--- config.mk ---
export PLATFORM = sky130hd
export DESIGN_NAME = muldiv_ctrl
export DESIGN_NICKNAME = d
export VERILOG_FILES = /design/src/rtl/muldiv_pkg.sv /design/src/rtl/div_core.sv /design/src/rtl/muldiv_ctrl.sv
export SDC_FILE = /design/constraint.sdc
export NUM_CORES = 2
export LEC_CHECK = 0
export BUFFER_PORTS_ARGS = -buffer_cell sky130_fd_sc_hd__clkbuf_2
export CORE_MARGIN = 8
export CORE_UTILIZATION = 57
export DETAILED_ROUTE_END_ITERATION = 16
export PLACE_DENSITY = 0.81
export SYNTH_ARGS = -nofsm -noshare
export SYNTH_HDL_FRONTEND = slang
export SYNTH_SLANG_ARGS = --single-unit
--- constraint.sdc ---
create_clock -name clk -period 21.2 [get_ports clk]
set_input_delay 3.18 -clock clk [delete_from_list [all_inputs] [get_ports clk]]
set_output_delay 3.18 -clock clk [all_outputs]
set_load 0.01 [all_outputs]
--- src/rtl/muldiv_pkg.sv ---
`default_nettype none
// ============================================================================
// Module      : muldiv_pkg
// Description : Shared op encodings, FSM states and divider constants for the
//               multiply/divide unit.
// Revision    : 1.0 - initial release
// ============================================================================
package muldiv_pkg;

    localparam int XLEN     = 32;
    localparam int DIV_ITER = XLEN;

    localparam logic [2:0] OP_MUL    = 3'b000;
    localparam logic [2:0] OP_MULH   = 3'b001;
    localparam logic [2:0] OP_MULHSU = 3'b010;
    localparam logic [2:0] OP_MULHU  = 3'b011;
    localparam logic [2:0] OP_DIV    = 3'b100;
    localparam logic [2:0] OP_DIVU   = 3'b101;
    localparam logic [2:0] OP_REM    = 3'b110;
    localparam logic [2:0] OP_REMU   = 3'b111;

    typedef enum logic [2:0] {
        ST_IDLE     = 3'd0,
        ST_MUL_WAIT = 3'd1,
        ST_DIV_RUN  = 3'd2,
        ST_DIV_FIX  = 3'd3,
        ST_DONE     = 3'd4
    } state_e;

    function automatic logic op_is_div(input logic [2:0] op);
        return op[2];
    endfunction

    // DIV and REM are the signed divide ops
    function automatic logic op_is_signed_div(input logic [2:0] op);
        return op[2] & ~op[0];
    endfunction

endpackage
`default_nettype wire

--- src/rtl/div_core.sv ---
`default_nettype none
// ============================================================================
// Module      : div_core
// Description : Iterative restoring divider on unsigned magnitudes, one
//               quotient bit per cycle, MSB first.
// Revision    : 1.0 - initial release
// ============================================================================
module div_core
    import muldiv_pkg::*;
#(
    parameter int DATA_WIDTH = DIV_ITER,
    localparam int CNT_W     = $clog2(DATA_WIDTH + 1)
) (
    input  logic                  clk,
    input  logic                  rst_n,
    input  logic                  start_i,
    input  logic [DATA_WIDTH-1:0] dividend_i,
    input  logic [DATA_WIDTH-1:0] divisor_i,
    output logic                  done_o,
    output logic [DATA_WIDTH-1:0] quo_o,
    output logic [DATA_WIDTH-1:0] rem_o
);

    logic [CNT_W-1:0]      cnt_q, cnt_d;
    logic [DATA_WIDTH-1:0] quo_q, quo_d;
    logic [DATA_WIDTH-1:0] rem_q, rem_d;
    logic [DATA_WIDTH-1:0] dvs_q, dvs_d;

    logic [DATA_WIDTH:0]   w_shifted;
    logic [DATA_WIDTH:0]   w_trial;

    // Quotient register doubles as the dividend shift register
    assign w_shifted = {rem_q, quo_q[DATA_WIDTH-1]};
    assign w_trial   = w_shifted - {1'b0, dvs_q};

    always_comb begin
        cnt_d = cnt_q;
        quo_d = quo_q;
        rem_d = rem_q;
        dvs_d = dvs_q;
        if (start_i) begin
            cnt_d = CNT_W'(DATA_WIDTH);
            quo_d = dividend_i;
            rem_d = '0;
            dvs_d = divisor_i;
        end else if (cnt_q != '0) begin
            cnt_d = cnt_q - 1'b1;
            if (!w_trial[DATA_WIDTH]) begin
                rem_d = w_trial[DATA_WIDTH-1:0];
                quo_d = {quo_q[DATA_WIDTH-2:0], 1'b1};
            end else begin
                rem_d = w_shifted[DATA_WIDTH-1:0];
                quo_d = {quo_q[DATA_WIDTH-2:0], 1'b0};
            end
        end
    end

    always_ff @(posedge clk or negedge rst_n) begin
        if (!rst_n) begin
            cnt_q <= '0;
            quo_q <= '0;
            rem_q <= '0;
            dvs_q <= '0;
        end else begin
            cnt_q <= cnt_d;
            quo_q <= quo_d;
            rem_q <= rem_d;
            dvs_q <= dvs_d;
        end
    end

    // High during the final iteration; results are valid the following cycle
    assign done_o = (cnt_q == CNT_W'(1));
    assign quo_o  = quo_q;
    assign rem_o  = rem_q;

endmodule
`default_nettype wire

--- src/rtl/muldiv_ctrl.sv ---
`default_nettype none
// ============================================================================
// Module      : muldiv_ctrl
// Description : Multiply/divide unit controller: pipelined multiply, iterative
//               divide with sign fix-up and divide-by-zero/overflow fast path.
// Revision    : 1.0 - initial release
// ============================================================================
module muldiv_ctrl
    import muldiv_pkg::*;
#(
    parameter int DATA_WIDTH  = XLEN,
    parameter int MUL_LATENCY = 2
) (
    input  logic                  clk,
    input  logic                  rst_n,
    input  logic                  start_i,
    input  logic [2:0]            op_i,
    input  logic [DATA_WIDTH-1:0] a_i,
    input  logic [DATA_WIDTH-1:0] b_i,
    output logic                  busy_o,
    output logic                  done_o,
    output logic [DATA_WIDTH-1:0] res_o
);

    localparam logic [DATA_WIDTH-1:0] MIN_NEG   = {1'b1, {(DATA_WIDTH-1){1'b0}}};
    localparam logic [2:0]            WAIT_LAST = 3'(MUL_LATENCY - 1);

    state_e                state_q, state_d;
    logic [2:0]            op_q, op_d;
    logic [DATA_WIDTH-1:0] a_q, a_d;
    logic [DATA_WIDTH-1:0] b_q, b_d;
    logic [DATA_WIDTH-1:0] res_q, res_d;
    logic [2:0]            wait_q, wait_d;

    // ---------------- multiply datapath ----------------
    logic                    w_mul_a_sx;
    logic                    w_mul_b_sx;
    logic [2*DATA_WIDTH-1:0] w_mul_full;
    logic [DATA_WIDTH-1:0]   w_mul_stage [MUL_LATENCY];

    assign w_mul_a_sx = (op_q[1:0] == 2'b01 || op_q[1:0] == 2'b10) & a_q[DATA_WIDTH-1];
    assign w_mul_b_sx = (op_q[1:0] == 2'b01) & b_q[DATA_WIDTH-1];
    assign w_mul_full = $signed({w_mul_a_sx, a_q}) * $signed({w_mul_b_sx, b_q});
    assign w_mul_stage[0] = (op_q[1:0] == 2'b00) ? w_mul_full[DATA_WIDTH-1:0]
                                                 : w_mul_full[2*DATA_WIDTH-1:DATA_WIDTH];

    // Operand registers count as the first pipeline stage
    for (genvar i = 1; i < MUL_LATENCY; i++) begin : g_mul_stage
        logic [DATA_WIDTH-1:0] stage_q;
        always_ff @(posedge clk or negedge rst_n) begin
            if (!rst_n) stage_q <= '0;
            else        stage_q <= w_mul_stage[i-1];
        end
        assign w_mul_stage[i] = stage_q;
    end

    // ---------------- divide datapath ----------------
    logic                  w_accept;
    logic                  w_div_signed;
    logic                  w_div_zero;
    logic                  w_div_ovf;
    logic [DATA_WIDTH-1:0] w_a_mag;
    logic [DATA_WIDTH-1:0] w_b_mag;
    logic [DATA_WIDTH-1:0] w_fast_res;
    logic                  w_div_start;
    logic                  w_div_done;
    logic [DATA_WIDTH-1:0] w_div_quo;
    logic [DATA_WIDTH-1:0] w_div_rem;
    logic                  w_fix_a_neg;
    logic                  w_fix_b_neg;
    logic [DATA_WIDTH-1:0] w_fix_res;

    assign w_accept     = (state_q == ST_IDLE) && start_i;
    assign w_div_signed = op_is_signed_div(op_i);
    assign w_div_zero   = (b_i == '0);
    assign w_div_ovf    = w_div_signed && (a_i == MIN_NEG) && (b_i == '1);
    assign w_a_mag      = (w_div_signed && a_i[DATA_WIDTH-1]) ? -a_i : a_i;
    assign w_b_mag      = (w_div_signed && b_i[DATA_WIDTH-1]) ? -b_i : b_i;
    assign w_fast_res   = w_div_zero ? (op_i[1] ? a_i : '1)
                                     : (op_i[1] ? '0  : MIN_NEG);
    assign w_div_start  = w_accept && op_is_div(op_i) && !w_div_zero && !w_div_ovf;

    div_core #(
        .DATA_WIDTH (DATA_WIDTH)
    ) u_div_core (
        .clk        (clk),
        .rst_n      (rst_n),
        .start_i    (w_div_start),
        .dividend_i (w_a_mag),
        .divisor_i  (w_b_mag),
        .done_o     (w_div_done),
        .quo_o      (w_div_quo),
        .rem_o      (w_div_rem)
    );

    // Remainder sign follows the dividend; quotient sign is the XOR of both
    assign w_fix_a_neg = op_is_signed_div(op_q) & a_q[DATA_WIDTH-1];
    assign w_fix_b_neg = op_is_signed_div(op_q) & b_q[DATA_WIDTH-1];
    assign w_fix_res   = op_q[1] ? (w_fix_a_neg ? -w_div_rem : w_div_rem)
                                 : ((w_fix_a_neg ^ w_fix_b_neg) ? -w_div_quo : w_div_quo);

    // ---------------- control FSM ----------------
    always_comb begin
        state_d = state_q;
        op_d    = op_q;
        a_d     = a_q;
        b_d     = b_q;
        res_d   = res_q;
        wait_d  = wait_q;
        case (state_q)
            ST_IDLE: begin
                if (w_accept) begin
                    op_d = op_i;
                    a_d  = a_i;
                    b_d  = b_i;
                    if (!op_is_div(op_i)) begin
                        state_d = ST_MUL_WAIT;
                        wait_d  = '0;
                    end else if (w_div_zero || w_div_ovf) begin
                        state_d = ST_DONE;
                        res_d   = w_fast_res;
                    end else begin
                        state_d = ST_DIV_RUN;
                    end
                end
            end
            ST_MUL_WAIT: begin
                if (wait_q == WAIT_LAST) begin
                    state_d = ST_DONE;
                    res_d   = w_mul_stage[MUL_LATENCY-1];
                end else begin
                    wait_d = wait_q + 3'd1;
                end
            end
            ST_DIV_RUN: begin
                if (w_div_done) state_d = ST_DIV_FIX;
            end
            ST_DIV_FIX: begin
                state_d = ST_DONE;
                res_d   = w_fix_res;
            end
            ST_DONE: begin
                state_d = ST_IDLE;
            end
            default: begin
                state_d = ST_IDLE;
            end
        endcase
    end

    always_ff @(posedge clk or negedge rst_n) begin
        if (!rst_n) begin
            state_q <= ST_IDLE;
            op_q    <= '0;
            a_q     <= '0;
            b_q     <= '0;
            res_q   <= '0;
            wait_q  <= '0;
        end else begin
            state_q <= state_d;
            op_q    <= op_d;
            a_q     <= a_d;
            b_q     <= b_d;
            res_q   <= res_d;
            wait_q  <= wait_d;
        end
    end

    assign busy_o = (state_q != ST_IDLE);
    assign done_o = (state_q == ST_DONE);
    assign res_o  = res_q;

endmodule
`default_nettype wire
Word level (Yosys, flattened, before mapping)

Index checks and enable logic that the tools add are counted.

Add/sub/neg operators: 7
Multipliers: 1
Equality and inequality tests: 17
Muxes and demuxes: 32
Bitwise operators: 9
Reduce and logical (&&, ||, !) cells: 24

Operators by type and width:

| cell                 | number |
|---|---|
| $mux 32              | 18 |
| $neg 32->32          | 4 |
| $pmux 32 s3          | 1 |
| $eq 32x32->1 const B | 2 |
| $mul 33x33->64       | 1 |
| $sub 33x32->33       | 1 |
| $logic_not 32->1     | 1 |
| $mux 3               | 8 |
| $mux 6               | 2 |
| $pmux 3 s4           | 1 |
| $ne 2x2->1 const B   | 5 |
| $logic_and 1x1->1    | 8 |
| $and 1x1->1          | 6 |
| $eq 3x1->1 const B   | 2 |
| $eq 3x2->1 const B   | 2 |
| $eq 6x1->1 const B   | 1 |
| $pmux 3 s2           | 1 |
| $reduce_bool 3->1    | 2 |
| $reduce_bool 6->1    | 1 |
| $sub 6x1->6 const B  | 1 |
| $reduce_and 5->1     | 1 |
| $ne 2x1->1 const B   | 2 |
| $reduce_and 4->1     | 1 |
| $reduce_bool 2->1    | 2 |
| 13 further kinds     | 16 |

Register bits after elaboration: 239

Longest topological paths before layout

Word-level depth: 9
Gate-level depth with buffers: 34
Gate-level depth less buffers: 30

Hierarchy

A second synthesis with hierarchy kept.

Cell total of the unflattened synthesis: 5981
Area, all modules: 53164.7 um2

By module, submodules not included:

| module      | times used | cells each | area each (um2) |
|---|---|---|---|
| muldiv_ctrl | 1          | 5260       | 46853.7 |
| div_core    | 1          | 721        | 6311.1 |

Worst setup path after synthesis

Ideal clock, no wire load.

Path type: reg-to-reg
From: register op_q[1]
To: register g_mul_stage[1].stage_q[30]
Arrival: 8.738 ns
Path slack: 12.380 ns
Stages on the path, launching flop included: 32
Period minus slack after synthesis: 8.820 ns
Cell sequence: dfrtp_1 -> clkbuf_1 -> inv_1 -> ha_1 -> and2_1 -> clkbuf_1 -> clkbuf_1 -> nand2_1 -> inv_1 -> fa_1 -> inv_1 -> fa_1 -> inv_1 -> fa_1 -> fa_1 -> inv_1 -> fa_1 -> inv_1 -> fa_1 -> inv_1 -> fa_1 -> fa_1 -> inv_1 -> ha_1 -> clkbuf_1 -> nand4_1 -> or4_1 -> or2_2 -> o211ai_1 -> a221oi_1 -> xor2_1 -> o21ai_0

RTL lines:

| what                   | RTL line           | text |
|---|---|---|
| from (decl)            | muldiv_ctrl.sv:29  | `logic [2:0] op_q, op_d;` |
| from (signal assigned) | muldiv_ctrl.sv:161 | `op_q <= op_d;` |
| to (signal assigned)   | muldiv_ctrl.sv:52  | `else stage_q <= w_mul_stage[i-1];` |
| to (decl)              | muldiv_ctrl.sv:49  | `logic [DATA_WIDTH-1:0] stage_q;` |

==> results.ini <==
[run_status]
status=completed

[synth]
async_flop_share_pct=100
synth_area_leaders=fa_1 (43%), dfrtp_1 (11%), inv_1 (9.0%), nand2_1 (8.2%), ha_1 (6.0%)
synth_top_area_share_pct=42.6
synthCells=6093
synth-seq-cells=239
synth.distinct_cells=70
syn_area_um2=53000
ys.flop_type=dfrtp_1
synth_fp_nets=7544
synth_edf_count=0
ys_seq_area_share_pct=11.3
synth-warning-count=0
syn_avg_cell_area_um2=8.69
synth_area_leader_cell=fa_1

[min_path]
min_path_type=reg2reg

[clock_tree]
h-tree-depth=1
cts_hold_buf=0
root_buffer=clkbuf_16
clock-sinks=239
clkLatencyLatePin_ns=0.57
tritoncts=done
cts.clk_slew.worst_paths_ns=0.07
clockBufferDepth=3
cts_buffers=28
cts_setup_buffers=0
ctsResizeCount=0

[placement]
gp_congestion=0.982
pre_cts_ws_ns=11.56
dpl.cell_count=7187
dp_hpwl_mm=117
io_buffers=103

[grt]
antenna_found_initial=3
grt_usage_pct=30.0
grt_max_degree=107
grt_pass1_wl_mm=245
grt.overflow.total=0
grt_pass1_vias=44640

[timing]
drv_slew=0
hold_viol_final=0
period_share_pct=45.7
setup_slack_ns=11.52
setup_tns_ns=0
worst_pin_slew_ns=1.09
period_minus_slack_ns=9.68
fmax_mhz=103
setup_viol=0
finClkSkew_ns=0.0165
slew_headroom_pct=27.2
rsz0062_at_grt=no

[floorplanning]
die_h_um=321
std_cell_rows=112
die_w_um=321
io-pin-count=104
dieArea_um2=103000
initial_core_util_pct=57.1
coreArea_um2=92800

[routing]
drcViolationCount=0
drt_iter0_markers=3811
dr.pass1.iters=6
vias=42039
viasPerCell=5.81
wl_per_cell_um=21.1
wl_mm=153
drtAntennaViolNets=0

[critical_path]
arrival_ns=10.15
worstSetupStartpointType=flop
cp-end-kind=flop
crit_type=reg2reg
required_ns=21.67
cp_max_fo=18

[layout]
stdcell_count=7241
syn2layout_area_growth_pct=4.58
layout-drive-gt1-share_pct=4.75
nNetsFinal=7414

[run]
drv_cap=0

final timing paths:
check	from	end	slack (ns)	cells past startpoint
setup / recovery	op_q[1]	g_mul_stage[1].stage_q[30]	11.52	27
hold / removal	b_q[14]	b_q[14]	0.49	2
setup reg to reg	op_q[1]	g_mul_stage[1].stage_q[30]	11.52	27
hold reg to reg	b_q[14]	b_q[14]	0.49	2
max in group asynchronous	rst_n	b_q[16]	16.86	2
min in group asynchronous	rst_n	u_div_core.dvs_q[19]	2.64	1
per-stage QoR:
step / hold slack (ns) / area [um^2] / utilization, %
2_1_floorplan: 0.438 / 53000 / -
3_3_place_gp: 0.466 / 54300 / 58.6
3_5_place_dp: 0.477 / 54300 / 58.6
4_1_cts: 0.491 / 55400 / 59.7
5_1_grt: 0.510 / 55400 / 59.7
6_report: 0.493 / 55400 / 59.7
kinds of logic (layout without fill, tap and decap cells):
logic type / Yosys count / in the layout / synth area share, %
AO/OA/AOI/OAI: 672 / 672 / 7.81
XOR/XNOR: 226 / 226 / 3.74
adder cells (fa/ha/maj): 1381 / 1381 / 48.6
buffers and inverters: 1604 / 1496 / 11.5
flip-flops: 239 / 239 / 11.3
multiplexers: 43 / 43 / 0.815
other: 0 / 2 / 0
AND/OR/NAND/NOR: 1928 / 1928 / 16.2
Yosys cell counts (13+ instances only):
master / number
and2_1: 286
nand2b_1: 20
a21o_1: 49
clkbuf_1: 307
o211ai_1: 36
nor4_1: 20
o21ai_0: 185
inv_1: 1263
buf_2: 16
nor3_1: 39
or4_1: 16
a211oi_1: 17
a21oi_1: 201
ha_1: 255
o31ai_1: 13
mux2i_1: 42
or2_2: 16
a31oi_1: 48
and3_1: 29
nor2_1: 224
xor2_1: 87
a221oi_1: 13
nand2_1: 1158
xnor2_1: 139
fa_1: 1126
nor2b_1: 18
nand3_1: 40
o21a_1: 28
nand4_1: 23
dfrtp_1: 239
worst max-delay path, cell delays in order, from the launching register on:
cell and delay [ns]:
dfrtp_1 0.34, inv_1 0.10, ha_2 0.63, and2_1 0.73
nand2_1 0.25, inv_1 0.14, fa_1 0.39, inv_1 0.23
fa_1 0.49, inv_1 0.19, fa_1 0.48, fa_1 0.85
inv_1 0.34, fa_1 0.57, inv_1 0.06, fa_1 0.53
inv_1 0.05, fa_1 0.46, fa_1 0.50, inv_1 0.04
ha_1 0.39, nand4_1 0.23, or4_1 0.58, or2_2 0.28
o211ai_1 0.28, a221oi_1 0.14, xor2_1 0.16, o21ai_0 0.15
final cells by class:
cell class              count  area, um^2
multi-input cells        4250       40900
fillers                  7851       37400
flip-flops and latches    239        6000
inverters                1263        4740
well taps                1254        1570
repair buffers            181        1110
clock buffers              36         782
clock inverters            16         251
diodes                      2        5.00
registers in the layout, indices dropped and copies added, names as in the netlist:
signal and cells:
wait_q 3, op_q 3, u_div_core.quo_o 32, state_q 3
g_mul_stage.stage_q 32, res_o 32, u_div_core.cnt_q 6, b_q 32
a_q 32, u_div_core.dvs_q 32, u_div_core.rem_o 32
layer usage:
| metal | vias to the layer above | global-route usage, % | routed length [um] |
|---|---|---|---|
| met5 | - | 0 | 14 |
| met4 | 2 | 12.5 | 7650 |
| met3 | 452 | 7.05 | 17000 |
| met2 | 2298 | 47.6 | 69200 |
| met1 | 21246 | 40.0 | 58700 |
| li1 | 18041 | - | - |
placed cells by master (no fill, tap or decap), types with 23 or more instances in the layout:
cell / netlist / routed
inv_1: 1263 / 1263
nand2_1: 1158 / 1156
fa_1: 1126 / 1126
and2_1: 286 / 285
ha_1: 255 / 254
nor2_1: 224 / 224
dfrtp_1: 239 / 221
a21oi_1: 201 / 201
o21ai_0: 185 / 185
xnor2_1: 139 / 139
clkbuf_2: 0 / 102
xor2_1: 87 / 86
buf_4: 8 / 78
a21o_1: 49 / 49
a31oi_1: 48 / 48
mux2i_1: 42 / 42
nand3_1: 40 / 40
nor3_1: 39 / 39
o211ai_1: 36 / 36
and3_1: 29 / 29
clkbuf_16: 0 / 29
o21a_1: 28 / 28
nand4_1: 23 / 23
Power is left out: the tool's default activity adds up to more than one toggle a clock period on the data nets, which glitch-free logic cannot reach.
